$ cat config.mk
export PLATFORM = sky130hd
export DESIGN_NAME = matrix_tx_scheduler_flat
export DESIGN_NICKNAME = d
export VERILOG_FILES = /design/src/rtl/matrix_tx_scheduler_if.sv /design/src/rtl/matrix_tx_scheduler.sv /design/src/flat_wrapper.sv
export SDC_FILE = /design/constraint.sdc
export NUM_CORES = 1
export LEC_CHECK = 0
export BUFFER_PORTS_ARGS = -buffer_cell sky130_fd_sc_hd__buf_2
export CORE_ASPECT_RATIO = 0.75
export CORE_UTILIZATION = 40
export DETAILED_ROUTE_END_ITERATION = 6
export GPL_TIMING_DRIVEN = 1
export SLEW_MARGIN = 5
export SYNTH_ARGS = -nofsm -noshare
export SYNTH_HDL_FRONTEND = slang
export SYNTH_SLANG_ARGS = --single-unit
$ cat constraint.sdc
create_clock -name clk -period 5 [get_ports clk]
set_input_delay 0.25 -clock clk [delete_from_list [all_inputs] [get_ports clk]]
set_output_delay 0.25 -clock clk [all_outputs]
set_load 0.01 [all_outputs]
$ cat src/rtl/matrix_tx_scheduler_if.sv
// Strobe/flit bus between the CPU MMIO output registers and the scheduler.
// master drives the strobes and credit_return and receives flits. slave is the scheduler.
interface matrix_tx_scheduler_if #(
    parameter int DATA_WIDTH = 16,
    parameter int POS_WIDTH  = 8
);
    logic [DATA_WIDTH-1:0]             in_matrix;
    logic                              in_matrix_en;
    logic                              in_end_row;
    logic                              in_end;
    logic [POS_WIDTH-1:0]              in_position;
    logic                              in_position_en;
    logic                              credit_return;
    logic                              flit_valid;
    logic [2+POS_WIDTH+DATA_WIDTH-1:0] flit_out;

    modport master (
        output in_matrix, in_matrix_en, in_end_row, in_end,
        output in_position, in_position_en, credit_return,
        input  flit_valid, flit_out
    );

    modport slave (
        input  in_matrix, in_matrix_en, in_end_row, in_end,
        input  in_position, in_position_en, credit_return,
        output flit_valid, flit_out
    );
endinterface

$ cat src/rtl/matrix_tx_scheduler.sv
// Matrix TX scheduler: queues CPU matrix strobes in a FIFO and issues them
// as credit-flow-controlled flits {type, dest, payload} toward the NoC router.
// Ports: clk, reset (sync, active-high), bus (slave: strobes, credit_return,
//   flit_valid, flit_out), clear_flags, status outputs fifo_count, fifo_full, busy,
//   overflow, protocol_err, credit_err and drop_count.
module matrix_tx_scheduler #(
    parameter int DATA_WIDTH  = 16,
    parameter int POS_WIDTH   = 8,
    parameter int FIFO_DEPTH  = 16,
    parameter int MAX_CREDITS = 4
) (
    input  logic                         clk,
    input  logic                         reset,
    matrix_tx_scheduler_if.slave         bus,
    input  logic                         clear_flags,
    output logic [$clog2(FIFO_DEPTH):0]  fifo_count,
    output logic                         fifo_full,
    output logic                         busy,
    output logic                         overflow,
    output logic                         protocol_err,
    output logic                         credit_err,
    output logic [7:0]                   drop_count
);
    localparam int AW  = $clog2(FIFO_DEPTH);
    localparam int CW  = AW + 1;
    localparam int EW  = 2 + DATA_WIDTH;
    localparam int FW  = 2 + POS_WIDTH + DATA_WIDTH;
    localparam int CRW = $clog2(MAX_CREDITS + 1);

    localparam logic [1:0] K_DATA = 2'b00;
    localparam logic [1:0] K_ROW  = 2'b01;
    localparam logic [1:0] K_END  = 2'b10;
    localparam logic [1:0] K_POS  = 2'b11;

    localparam logic [CRW-1:0] CR_MAX = CRW'(MAX_CREDITS);

    typedef enum logic [1:0] {
        S_IDLE  = 2'd0,
        S_FETCH = 2'd1,
        S_ISSUE = 2'd2
    } state_t;

    state_t r_state;
    state_t w_next;

    logic [EW-1:0]         r_mem [FIFO_DEPTH];
    logic [AW-1:0]         r_wr_ptr;
    logic [AW-1:0]         r_rd_ptr;
    logic [CW-1:0]         r_count;
    logic [EW-1:0]         r_head;
    logic [POS_WIDTH-1:0]  r_dest;
    logic [CRW-1:0]        r_credits;
    logic [FW-1:0]         r_flit;
    logic                  r_overflow;
    logic                  r_perr;
    logic                  r_cerr;
    logic [7:0]            r_drop;

    logic [1:0]            w_kind;
    logic [DATA_WIDTH-1:0] w_val;
    logic [2:0]            w_nstb;
    logic [2:0]            w_drops;
    logic                  w_any;
    logic                  w_full;
    logic                  w_wr;
    logic                  w_pop;
    logic                  w_issue;
    logic                  w_set_dest;
    logic [FW-1:0]         w_flit;
    logic [8:0]            w_drop_sum;
    logic [7:0]            w_drop_base;

    assign w_full = (r_count == CW'(FIFO_DEPTH));

    // Strobe arbitration: the winner is enqueued, every loser counts as a drop.
    always_comb begin
        w_kind = K_DATA;
        w_val  = '0;
        if (bus.in_position_en) begin
            w_kind                 = K_POS;
            w_val[POS_WIDTH-1:0]   = bus.in_position;
        end else if (bus.in_matrix_en) begin
            w_kind = K_DATA;
            w_val  = bus.in_matrix;
        end else if (bus.in_end_row) begin
            w_kind = K_ROW;
        end else if (bus.in_end) begin
            w_kind = K_END;
        end
    end

    assign w_nstb = {2'b00, bus.in_position_en} + {2'b00, bus.in_matrix_en}
                  + {2'b00, bus.in_end_row} + {2'b00, bus.in_end};
    assign w_any  = (w_nstb != 3'd0);
    // Full is judged on the registered count; a same-cycle pop does not make room.
    assign w_wr   = w_any && !w_full && !reset;

    always_comb begin
        w_drops = 3'd0;
        if (w_full)
            w_drops = w_nstb;
        else if (w_nstb > 3'd1)
            w_drops = w_nstb - 3'd1;
    end

    assign w_drop_base = clear_flags ? 8'd0 : r_drop;
    assign w_drop_sum  = {1'b0, w_drop_base} + {6'd0, w_drops};

    // FSM: state register
    always_ff @(posedge clk) begin
        if (reset)
            r_state <= S_IDLE;
        else
            r_state <= w_next;
    end

    // FSM: next state
    always_comb begin
        w_next = r_state;
        unique case (r_state)
            S_IDLE:  if (r_count != '0) w_next = S_FETCH;
            S_FETCH: w_next = (r_head[EW-1 -: 2] == K_POS) ? S_IDLE : S_ISSUE;
            S_ISSUE: if (r_credits != '0) w_next = S_IDLE;
            default: w_next = S_IDLE;
        endcase
    end

    // FSM: outputs
    always_comb begin
        w_pop      = 1'b0;
        w_set_dest = 1'b0;
        w_issue    = 1'b0;
        unique case (r_state)
            S_IDLE:  w_pop      = (r_count != '0) && !reset;
            S_FETCH: w_set_dest = (r_head[EW-1 -: 2] == K_POS);
            S_ISSUE: w_issue    = (r_credits != '0) && !reset;
            default: ;
        endcase
    end

    assign w_flit = {r_head[EW-1 -: 2], r_dest, r_head[DATA_WIDTH-1:0]};

    assign bus.flit_valid = w_issue;
    // Between strobes the last issued flit stays visible.
    assign bus.flit_out   = w_issue ? w_flit : r_flit;

    always_ff @(posedge clk) begin
        if (w_wr)
            r_mem[r_wr_ptr] <= {w_kind, w_val};
    end

    always_ff @(posedge clk) begin
        if (reset) begin
            r_wr_ptr   <= '0;
            r_rd_ptr   <= '0;
            r_count    <= '0;
            r_head     <= '0;
            r_dest     <= '0;
            r_credits  <= CR_MAX;
            r_flit     <= '0;
            r_overflow <= 1'b0;
            r_perr     <= 1'b0;
            r_cerr     <= 1'b0;
            r_drop     <= 8'd0;
        end else begin
            if (w_wr)
                r_wr_ptr <= r_wr_ptr + AW'(1);
            if (w_pop) begin
                r_head   <= r_mem[r_rd_ptr];
                r_rd_ptr <= r_rd_ptr + AW'(1);
            end
            r_count <= r_count + CW'(w_wr) - CW'(w_pop);
            if (w_set_dest)
                r_dest <= r_head[POS_WIDTH-1:0];
            if (w_issue)
                r_flit <= w_flit;
            if (w_issue && !bus.credit_return)
                r_credits <= r_credits - CRW'(1);
            else if (!w_issue && bus.credit_return && r_credits != CR_MAX)
                r_credits <= r_credits + CRW'(1);
            // Clear loses to an error raised in the same cycle.
            r_overflow <= (r_overflow && !clear_flags) || (w_any && w_full);
            r_perr     <= (r_perr && !clear_flags) || (w_nstb > 3'd1);
            r_cerr     <= (r_cerr && !clear_flags)
                       || (bus.credit_return && r_credits == CR_MAX);
            r_drop     <= w_drop_sum[8] ? 8'hFF : w_drop_sum[7:0];
        end
    end

    assign fifo_count   = r_count;
    assign fifo_full    = w_full;
    assign busy         = (r_count != '0) || (r_state != S_IDLE);
    assign overflow     = r_overflow;
    assign protocol_err = r_perr;
    assign credit_err   = r_cerr;
    assign drop_count   = r_drop;
endmodule

$ cat src/flat_wrapper.sv
// flat-port wrapper written by rule: the top's interface ports become plain ports
module matrix_tx_scheduler_flat 
#(
    parameter int DATA_WIDTH  = 16,
    parameter int POS_WIDTH   = 8,
    parameter int FIFO_DEPTH  = 16,
    parameter int MAX_CREDITS = 4
)
  (clk, reset, clear_flags, fifo_count, fifo_full, busy, overflow, protocol_err, credit_err, drop_count, bus_in_matrix, bus_in_matrix_en, bus_in_end_row, bus_in_end, bus_in_position, bus_in_position_en, bus_credit_return, bus_flit_valid, bus_flit_out);
  matrix_tx_scheduler_if #(.DATA_WIDTH(DATA_WIDTH), .POS_WIDTH(POS_WIDTH)) bus_i ();
  input  logic clk;
  input  logic reset;
  input  logic clear_flags;
  output logic [$clog2(FIFO_DEPTH):0] fifo_count;
  output logic fifo_full;
  output logic busy;
  output logic overflow;
  output logic protocol_err;
  output logic credit_err;
  output logic [7:0] drop_count;
  input wire logic [$bits(bus_i.in_matrix)-1:0] bus_in_matrix;
  input wire logic [$bits(bus_i.in_matrix_en)-1:0] bus_in_matrix_en;
  input wire logic [$bits(bus_i.in_end_row)-1:0] bus_in_end_row;
  input wire logic [$bits(bus_i.in_end)-1:0] bus_in_end;
  input wire logic [$bits(bus_i.in_position)-1:0] bus_in_position;
  input wire logic [$bits(bus_i.in_position_en)-1:0] bus_in_position_en;
  input wire logic [$bits(bus_i.credit_return)-1:0] bus_credit_return;
  output wire logic [$bits(bus_i.flit_valid)-1:0] bus_flit_valid;
  output wire logic [$bits(bus_i.flit_out)-1:0] bus_flit_out;
  assign bus_i.in_matrix = bus_in_matrix;
  assign bus_i.in_matrix_en = bus_in_matrix_en;
  assign bus_i.in_end_row = bus_in_end_row;
  assign bus_i.in_end = bus_in_end;
  assign bus_i.in_position = bus_in_position;
  assign bus_i.in_position_en = bus_in_position_en;
  assign bus_i.credit_return = bus_credit_return;
  assign bus_flit_valid = bus_i.flit_valid;
  assign bus_flit_out = bus_i.flit_out;
  matrix_tx_scheduler #(.DATA_WIDTH(DATA_WIDTH), .POS_WIDTH(POS_WIDTH), .FIFO_DEPTH(FIFO_DEPTH), .MAX_CREDITS(MAX_CREDITS)) u_core (.clk(clk), .reset(reset), .bus(bus_i), .clear_flags(clear_flags), .fifo_count(fifo_count), .fifo_full(fifo_full), .busy(busy), .overflow(overflow), .protocol_err(protocol_err), .credit_err(credit_err), .drop_count(drop_count));
endmodule
==> metrics.yaml, run 1 <==
status: "complete, no violations"
yosysUniqueCellTypes: 50
maxSlewHeadroom_pct: 30.3
period_needed_ns: 3.38
cts_setup_buffers: 0
grt_max_degree: 54
vias: 7801
core_sq_mm: 0.0361
ctsLongestPathBuffers: 3
cts_sinks: 369
grt_overflow_total: 0
cts_root_buf: "clkbuf_16"
wl_um: 33100
layout_common_cells: "edfxtp_1, dfxtp_1, buf_2"
synth_edf_count: 288
syn_to_final_growth_pct: 14.6
power_mw: 8.01
arrival_ns: 3.77
cts_tree: "yes"
drtAntennaViolNets: 0
ir_worst_vdd_mv: 0.399
num-fill-cells: 3081
fin_skew_ns: 0.0140
syn_avg_cell_area_sq_um: 17.4
firstDrtPassIters: 5
io_buffers: 76
grt_util_all_layers_pct: 17.9
placed_area_sq_mm: 0.0158
end_kind: "flop"
worst_slew_pin_slew_ns: 1.04
final_hold_viol_count: 0
route.detailed.drc: 0
die_w_um: 224
grt_pass1_vias: 7829
setup_viol: 0
dieArea_sq_mm: 0.0377
synth_area_sq_mm: 0.0148
fp.dieH_um: 168
dpl.hpwl_um: 21200
rows: 60
fin_setup_tns_ns: 0
cts_hold_buf: 0
leakagePower_nw: 5.85
async_flop_share_pct: 0
htreeDepth: 2
cp-start-kind: "input pin"
antenna_cells: 0
antenna_found_initial: 0
synth_ff_type: "edfxtp_1"
worst_ep_required_time_ns: 5.39
ys_seq_elements: 369
synth_warnings: 0
grt_pass1_wl_um: 50100
crit_fanout: 12
pin_count: 77
maxCapViolCount: 0
fmax_mhz: 296
fin_nets: 998
syn-num-nets: 906
rsz0062_at_grt: "false"
final_util_pct: 46.8
post_cts_resized: 0
clock_latency_ns: 0.52
yosysSeqAreaShare_pct: 69.6
drv_slew: 0
drive_gt1_share_pct: 28.1
p_per_area_mw_per_mm2: 474
syn_inst: 850
via_per_inst: 5.33
clk_pin_slew_worst_paths_ns: 0.06
fin_area_sq_mm: 0.0169
drt_iter0_drc: 686
hold_path.class: "input pin to flop"
routedWlPerCell_um: 22.6
place_congestion: 0.776
fin_crit_sh_pct: 67.5
numCtsBuffers: 35
layout_commonest_cell: "edfxtp_1"
timing.setup.critical_path_class: "input pin to flop"
initial_core_util_pct: 40.8
-- cell type report --
class	instances	area [sq um]	share of cell area (%)
Inverter	26	97.6	0.578
Sequential cell	369	10300	60.8
Multi-Input combinational cell	410	4220	25.0
Clock buffer	49	991	5.86
Clock inverter	13	114	0.674
Timing Repair Buffer	100	573	3.39
Tap cell	496	621	3.67
-- final timing paths --
| kind | start | endpoint | slack, ns | cells after the start |
|---|---|---|---|---|
| setup reg to reg | u_core.fifo_count[3] | u_core.fifo_count[4] | 1.81 | 15 |
| hold reg to reg | u_core.r_dest[0] | u_core.r_dest[0] | 0.46 | 2 |
| hold / removal | clear_flags | u_core.drop_count[6] | 0.04 | 2 |
| setup / recovery | bus_in_position_en | u_core.drop_count[5] | 1.62 | 16 |
-- cell families (layout without fill, tap and decap cells) --
| logic type | after synthesis | after routing | share of synthesized area, % |
|---|---|---|---|
| buffers and inverters | 71 | 188 | 2.13 |
| AOI/OAI and AO/OA | 78 | 78 | 3.68 |
| adders and majority gates | 24 | 24 | 2.24 |
| and+or+nand+nor | 165 | 165 | 5.90 |
| DFF | 369 | 369 | 69.6 |
| xor gates and xnor gates | 8 | 8 | 0.475 |
| muxes | 135 | 135 | 16.0 |
-- synth_stat cells (all sizes together) (2+ instances only) --
library cell  instances  share of area, %
xnor2                 4              0.24
inv                  26              0.66
and2                 36               1.5
o21ai                 7              0.24
a22oi                 2              0.10
ha                   20               1.7
and4b                 2              0.14
fa                    4              0.54
a22o                  9              0.53
mux2                 27               2.5
and3                  2             0.085
o221ai               19               1.1
nor3                  9              0.31
mux4                 72                11
or4b                  2              0.14
a21oi                26              0.88
nand3                24              0.81
buf                  19              0.81
dfxtp                81                11
o31ai                 3              0.15
nand2b                5              0.21
mux2i                36               2.4
nor2b                 9              0.38
nor3b                 2              0.10
xor2                  4              0.24
a21o                  5              0.25
clkbuf               26              0.66
o21bai                2              0.10
nor4                  2             0.085
nand4                 3              0.13
or3                   4              0.17
nand2                34              0.87
edfxtp              288                59
nor2                 26              0.66
-- critical path: stages --
cell and delay, ns:
buf_2 0.20, ha_1 0.32, inv_1 0.05, fa_1 0.38
ha_1 0.30, inv_1 0.06, ha_1 0.20, a22oi_1 0.20
nand2_1 0.08, o21ai_0 0.19, ha_1 0.21, fa_1 0.24
a21o_1 0.18, nand4_1 0.25, and3_1 0.28, a2111oi_0 0.38
-- state kept, by name (all words and copies together), names as in the netlist --
| register | cells |
|---|---|
| u_core.credit_err | 1 |
| u_core.drop_count | 8 |
| u_core.fifo_count | 5 |
| u_core.overflow | 1 |
| u_core.protocol_err | 1 |
| u_core.r_credits | 3 |
| u_core.r_dest | 8 |
| u_core.r_flit | 26 |
| u_core.r_head | 18 |
| u_core.r_mem | 288 |
| u_core.r_rd_ptr | 4 |
| u_core.r_state | 2 |
| u_core.r_wr_ptr | 4 |
-- metal layers --
metal	up-vias	track usage, %	wire length [um]	part of all wire [%]
met4	0	4.11	464	1.4
li1	3506	-	-	-
met2	203	26.2	14600	44
met3	40	2.98	1870	5.6
met5	-	0	0	0
met1	4052	27.8	16200	49
-- metrics by stage --
stage | worst slack [ns] | hold WS, ns | cells
finish | 1.62 | 0.0361 | 1463
global route | 1.35 | 0.0379 | 1463
CTS | 1.62 | 0.00220 | 1463
detailed placement | 1.07 | 0.450 | 1401
global placement | 1.27 | 0.449 | 1401
floorplan | 0.861 | 0.328 | 850
-- power by group --
| part | internal, mW | switching [mW] | leakage, nW |
|---|---|---|---|
| clock | 1.49 | 1.10 | 0.543 |
| combinational | 0.775 | 0.884 | 2.01 |
| sequential | 3.52 | 0.243 | 3.30 |
Note: power is estimated with default switching activity, not from simulation.
==> inputs of run 2 (changes only) <==
==> constraint.sdc (replaced) <==
create_clock -name clk -period 3.2 [get_ports clk]
set_input_delay 0.16 -clock clk [delete_from_list [all_inputs] [get_ports clk]]
set_output_delay 0.16 -clock clk [all_outputs]
set_load 0.01 [all_outputs]
==> run 2 against run 1 <==
Non-clock buffer count is 30 higher. Critical path depth fell by 6. Worst setup slack got worse by 1.3 ns. Sequential cell count unchanged. Combinational power increased by 58%. Core utilization grew 1.2 points. Critical path type is now flop to flop.
==> metrics.yaml, run 2 (synthesis results as in run 1) <==
drive_gt1_share_pct: 31.0  # +2.8 points
via_per_inst: 5.26  # -1.4%
htreeDepth: 2  # unchanged
layout_commonest_cell: "edfxtp_1"
clock_latency_ns: 0.53  # about the same
dpl.hpwl_um: 20500  # -3.3%
clk_pin_slew_worst_paths_ns: 0.06  # about the same
cts_root_buf: "clkbuf_16"
period_needed_ns: 2.89
dieArea_sq_mm: 0.0377  # unchanged
drv_slew: 0  # unchanged
antenna_cells: 0  # unchanged
rows: 60  # unchanged
multi_input_area_sq_mm: 0.00427  # +1.0%
post_cts_resized: 0  # unchanged
cts_tree: "yes"
largest_reg_flops: 288  # unchanged
worst_slew_pin_slew_ns: 0.965  # -0.0771 ns
timing.setup.critical_path_class: "flop to flop"
syn_to_final_growth_pct: 17.5
drtAntennaViolNets: 0  # unchanged
initial_core_util_pct: 40.8  # unchanged
wl_um: 31800  # -4.1%
reg.largest.list: "u_core.r_mem (288), u_core.r_flit (26), u_core.r_head (18)"
arrival_ns: 3.31  # -0.46 ns
cp-start-kind: "flop"
grt_overflow_total: 0  # unchanged
route.detailed.drc: 0  # unchanged
grt_pass1_wl_um: 48300  # -3.5%
fin_skew_ns: 0.0180  # +0.00397 ns
io_buffers: 76  # unchanged
r2r_slack_ns: 0.31  # -1.50 ns
fin_nets: 1028  # +3.0%
status: "complete, no violations"
grt_max_degree: 34  # -37%
numCtsBuffers: 35  # unchanged
p_per_area_mw_per_mm2: 737  # +56%
regArea_sq_mm: 0.0103  # unchanged
routedWlPerCell_um: 21.3  # -6.1%
rsz0062_at_grt: "false"
grt_util_all_layers_pct: 17.2  # -0.73 points
top_register: "u_core.r_mem"
place_congestion: 0.807  # +4.0%
power_mw: 12.8  # +60%
die_w_um: 224  # unchanged
end_kind: "flop"
drt_iter0_drc: 499  # -27%
layout_common_cells: "edfxtp_1, dfxtp_1, buf_2"
ctsLongestPathBuffers: 3  # unchanged
setup_viol: 0  # unchanged
ir_worst_vdd_mv: 0.370  # -7.1%
leakagePower_nw: 6.03  # +3.1%
pre_cts_slack_ns: -0.184  # -1.26 ns
fmax_mhz: 346
antenna_found_initial: 0  # unchanged
cts_sinks: 369  # unchanged
firstDrtPassIters: 5  # unchanged
vias: 7851  # +0.64%
maxCapViolCount: 0  # unchanged
fin_crit_sh_pct: 90.3
final_hold_viol_count: 0  # unchanged
maxSlewHeadroom_pct: 35.7  # +5.3 points
final_util_pct: 48.0  # +1.2 points
pin_count: 77  # unchanged
num-fill-cells: 3048  # -1.1%
crit_fanout: 8  # -4
hold_path.class: "input pin to flop"
fin_setup_tns_ns: 0  # unchanged
grt_pass1_vias: 7902  # +0.93%
core_sq_mm: 0.0361  # unchanged
setup_slack_ns: 0.311  # -1.31 ns
fp.dieH_um: 168  # unchanged
worst_ep_required_time_ns: 3.62  # -1.77 ns
[run 2: changes by cell type in the layout (fill, tap and decap cells not counted), moves of 3 or more]
cell,change
buf_12,+6
buf_4,+22
bufinv_16,+3
clkbuf_1,-5
nor3_2,-4
nor3_4,+4
[run 2: cell type report]
class | count | share of cell area, %
clock inverter | 20 | 1.36
inverter | 26 | 0.563
multi-input combinational | 410 | 24.6
sequential | 369 | 59.3
clock buffer | 43 | 5.53
timing repair buffer | 130 | 5.07
tap | 496 | 3.58
[run 2: path summary, 6_finish.rpt]
| kind | depth (start not counted) | from | end |
|---|---|---|---|
| max | 10 | u_core.fifo_count[2] | u_core.drop_count[6] |
| min | 2 | reset | u_core.fifo_count[1] |
| max reg2reg | 10 | u_core.fifo_count[2] | u_core.drop_count[6] |
| min reg2reg | 2 | u_core.r_dest[2] | u_core.r_dest[2] |
[run 2: repair_timing]
action / in CTS / in global routing
setup buffers: 0 / 0
endpoints found under the hold margin: 3 / 0
endpoints found under the setup margin: 0 / 0
hold buffers: 2 / 0
[run 2: per-stage QoR]
stage,hold WS (ns),instances,cell area [sq um]
after detailed placement,0.450,1429,16100
after global placement,0.444,1429,16100
after global routing,0.0722,1494,17300
after floorplan,0.238,850,14800
final,0.0557,1494,17300
after CTS,0.0354,1494,17300
[run 2: worst max-delay path, stage by stage (launching register included)]
cell and delay (ns):
dfxtp_1 0.32, inv_1 0.08, ha_1 0.15, nor4bb_2 0.55, o21ai_0 0.24, ha_1 0.27, fa_1 0.43, a21o_1 0.20
buf_4 0.14, and4b_1 0.17, nor4_1 0.22
[run 2: metal layers]
| metal | vias to the layer above | global-route usage, % | part of all wire, % |
|---|---|---|---|
| met1 | 4080 | 25.0 | 47 |
| met5 | - | 0 | 0 |
| met4 | 0 | 4.76 | 2.0 |
| li1 | 3559 | - | - |
| met2 | 165 | 26.6 | 46 |
| met3 | 47 | 3.02 | 4.4 |
[run 2: power breakdown]
part	switching, mW	leakage [nW]	total (mW)	internal [mW]
sequential	0.357	3.30	5.85	5.49
combinational	1.32	2.16	2.62	1.30
clock	1.76	0.573	4.31	2.55
==> inputs of run 3 (changes only) <==
--- a/config.mk
+++ b/config.mk
@@ -5,6 +5,7 @@
 export SDC_FILE = /design/constraint.sdc
 export NUM_CORES = 1
 export LEC_CHECK = 0
+export ABC_AREA = 1
 export BUFFER_PORTS_ARGS = -buffer_cell sky130_fd_sc_hd__buf_2
 export CORE_ASPECT_RATIO = 0.75
 export CORE_UTILIZATION = 40
==> run 3 against run 2 <==
Synthesized cell count is 98% higher. Maximum frequency fell by 2.8%. Design area rose by 7.5%. Register-to-register slack better by 0.13 ns. Final cell count grew 56%. Core utilization shrank 1.2 points. Wire length rose by 29%. Clock-buffer cell count grew 4. Clock skew decreased by 0.0045 ns. Worst setup slack worse by 0.083 ns. Largest cell class unchanged.
==> metrics.yaml, run 3 <==
syn_avg_cell_area_sq_um: 9.64  # -44%
timing.hold.ws_ns: 0.0172  # -0.0386 ns
fin_skew_ns: 0.0135  # -0.00446 ns
layout_common_cells: "nand2_1, edfxtp_1, inv_1"
cts_tree: "yes"
crit_fanout: 5  # -3
synth_area_sq_mm: 0.0163  # +10%
cp_slowest_cell: "fa_1"
routedWlPerCell_um: 17.6  # -17%
rr_endpoint: "u_core.fifo_count[4]"
cp_cell_sequence: "buf_2 -> ha_1 -> inv_1 -> fa_1 -> ha_1 -> inv_1 -> ha_1 -> a22oi_1 -> nand2_1 -> o21ai_0 -> ha_1 -> fa_1 -> nand2_1 -> nand2_1 -> nand3_1 -> nor3_2 -> nand2_1 -> buf_4 -> a21oi_1"
rsz0062_at_grt: "false"
arrival_ns: 3.43  # +0.12 ns
firstDrtPassIters: 5  # unchanged
wl_um: 40900  # +29%
fp.dieH_um: 177  # +4.9%
io_buffers: 76  # unchanged
setup_slack_ns: 0.227  # -0.0835 ns
ys_seq_elements: 369  # unchanged
largest_reg_flops: 288  # unchanged
fin_area_sq_mm: 0.0186  # +7.5%
reg.largest.list: "u_core.r_mem (288), u_core.r_flit (26), u_core.r_head (18)"
core_sq_mm: 0.0398  # +10%
pre_cts_slack_ns: -0.343  # -0.159 ns
grt_overflow_total: 0  # unchanged
pin_count: 77  # unchanged
regArea_sq_mm: 0.0103  # about the same
drive_gt1_share_pct: 13.5  # -17 points
drt_iter0_drc: 1133  # +130%
layout_commonest_cell: "nand2_1"
cts_sinks: 369  # unchanged
antenna_cells: 0  # unchanged
route.detailed.drc: 0  # unchanged
cp.depth: 19  # +9
grt_util_all_layers_pct: 19.9  # +2.7 points
yosys-top-cells-count: "nand2_1, edfxtp_1, inv_1"
clock_latency_ns: 0.54  # about the same
end_kind: "flop"
ctsLongestPathBuffers: 3  # unchanged
maxCapViolCount: 0  # unchanged
critical_path.top_delay_family: "adder cells"
vias: 11475  # +46%
num-fill-cells: 3712  # +22%
maxSlewHeadroom_pct: 24.3  # -11 points
cp-startpoint: "bus_in_matrix_en"
setup_viol: 0  # unchanged
reg2reg_depth: 13  # +3
via_per_inst: 4.93  # -6.2%
final_hold_viol_count: 0  # unchanged
placed_area_sq_mm: 0.0174  # +8.2%
hold_path.class: "input pin to flop"
die_w_um: 235  # +4.9%
yosysTopAreaCellShare_pct: 53.2  # -5.4 points
synth_ff_type: "edfxtp_1"
synth_area_leaders: "edfxtp_1, nand2_1, dfxtp_1"
grt_max_degree: 146  # +330%
dieArea_sq_mm: 0.0415  # +10%
htreeDepth: 2  # unchanged
r2r_slack_ns: 0.44  # +0.13 ns
fin_crit_sh_pct: 92.9  # +2.6 points
setup.worst_path.end: "u_core.drop_count[1]"
drtAntennaViolNets: 0  # unchanged
yosysSeqAreaShare_pct: 63.2  # -6.5 points
worst_slew_pin_slew_ns: 1.13  # +0.169 ns
ir_worst_vdd_mv: 0.434  # +17%
drv_slew: 0  # unchanged
synth.most_common_cell: "nand2_1"
syn_to_final_growth_pct: 14.7
initial_core_util_pct: 40.8  # about the same
place_congestion: 0.828  # +2.6%
synth.largest_area_cell: "edfxtp_1"
p_per_area_mw_per_mm2: 749  # +1.6%
timing.setup.critical_path_class: "input pin to flop"
leakagePower_nw: 8.32  # +38%
async_flop_share_pct: 0  # unchanged
grt_pass1_wl_um: 63700  # +32%
synth_warnings: 0  # unchanged
period_needed_ns: 2.97  # +0.0835 ns
fmax_mhz: 336  # -2.8%
antenna_found_initial: 0  # unchanged
final_util_pct: 46.8  # -1.2 points
worst_ep_required_time_ns: 3.65  # +0.03 ns
cp-start-kind: "input pin"
top_register: "u_core.r_mem"
cp.buffers_inverters: 4  # +2
yosysUniqueCellTypes: 41  # -18%
cts_root_buf: "clkbuf_16"
fin_nets: 1836  # +79%
r2r-start: "u_core.fifo_count[2]"
dpl.hpwl_um: 26500  # +29%
grt_pass1_vias: 10960  # +39%
syn-num-nets: 1743  # +92%
numCtsBuffers: 37  # +5.7%
synth_edf_count: 288  # unchanged
slowest_delay_ns: 0.38  # -0.17 ns
status: "complete, no violations"
clk_pin_slew_worst_paths_ns: 0.06  # about the same
multi_input_area_sq_mm: 0.00461  # +8.2%
rows: 63  # +5.0%
syn_inst: 1687  # +98%
[run 3: cell types whose count changed after synthesis, sizes merged, moves of 26 or more]
cell   change
nand2    +504
inv      +222
nand3    +199
mux4      -72
nor2      +45
buf       +40
o21ai     +39
and2      -36
mux2i     -36
mux2      -27
or2       +26
[run 3: how the worst min path moves through the flow]
stage / to / depth (start not counted) / startpoint / slack (ns)
3_3_place_gp: u_core.credit_err / 2 / u_core.credit_err / 0.45
4_1_cts: u_core.drop_count[5] / 4 / clear_flags / 0.007
6_report: u_core.fifo_count[1] / 2 / reset / 0.02
3_5_place_dp: u_core.r_dest[3] / 2 / u_core.r_head[3] / 0.47
2_1_floorplan: u_core.credit_err / 2 / bus_credit_return / 0.33
5_1_grt: u_core.fifo_count[1] / 2 / reset / 0.04
[run 3: layer usage]
metal,share of wire (%),up-vias,track usage [%]
li1,-,5622,-
met1,48,5404,29.9
met2,41,395,28.8
met3,8.9,54,4.61
met4,1.9,0,4.85
met5,0,-,0
[run 3: area by class of cell]
type                            instances  area share [%]
Sequential cell                       369            55.1
Multi-Input combinational cell        987            24.7
Clock buffer                           47            5.45
Timing Repair Buffer                  135            5.23
Inverter                              250            5.05
Tap cell                              520            3.49
Clock inverter                         20           0.919
[run 3: power by group]
group,internal (mW),switching (mW)
combinational,1.22,2.68
clock,2.49,1.82
sequential,5.56,0.185
[run 3: worst register-to-register path: cells and delay by family, from the launching register on]
family          cells  cell delay [ns]
compound gates      3             0.57
fa+ha+maj           4             1.03
buf+inv             3             0.20
flops               1             0.36
simple gates        3             0.53
[run 3: logic make-up after synthesis]
family | after synthesis | share of synthesized area, %
fa+ha+maj | 24 | 2.03
flops | 369 | 63.2
xor+xnor | 4 | 0.216
compound gates | 89 | 3.26
simple gates | 870 | 22.5
buf+inv | 331 | 8.83
[run 3: repair_timing]
item | CTS | global route
setup buffers | 0 | 0
endpoints found under the setup margin | 0 | 1
endpoints found under the hold margin | 1 | 0
gates resized for setup | 0 | 1
hold buffers | 1 | 0
[run 3: through the flow]
stage / instances / setup TNS, ns / power [mW]
finish: 2328 / 0 / 14.0
global route: 2328 / 0 / 14.7
CTS: 2328 / 0 / 14.1
detailed placement: 2260 / -2.39 / 9.73
global placement: 2260 / -0.725 / 9.69
floorplan: 1687 / 0 / 8.59
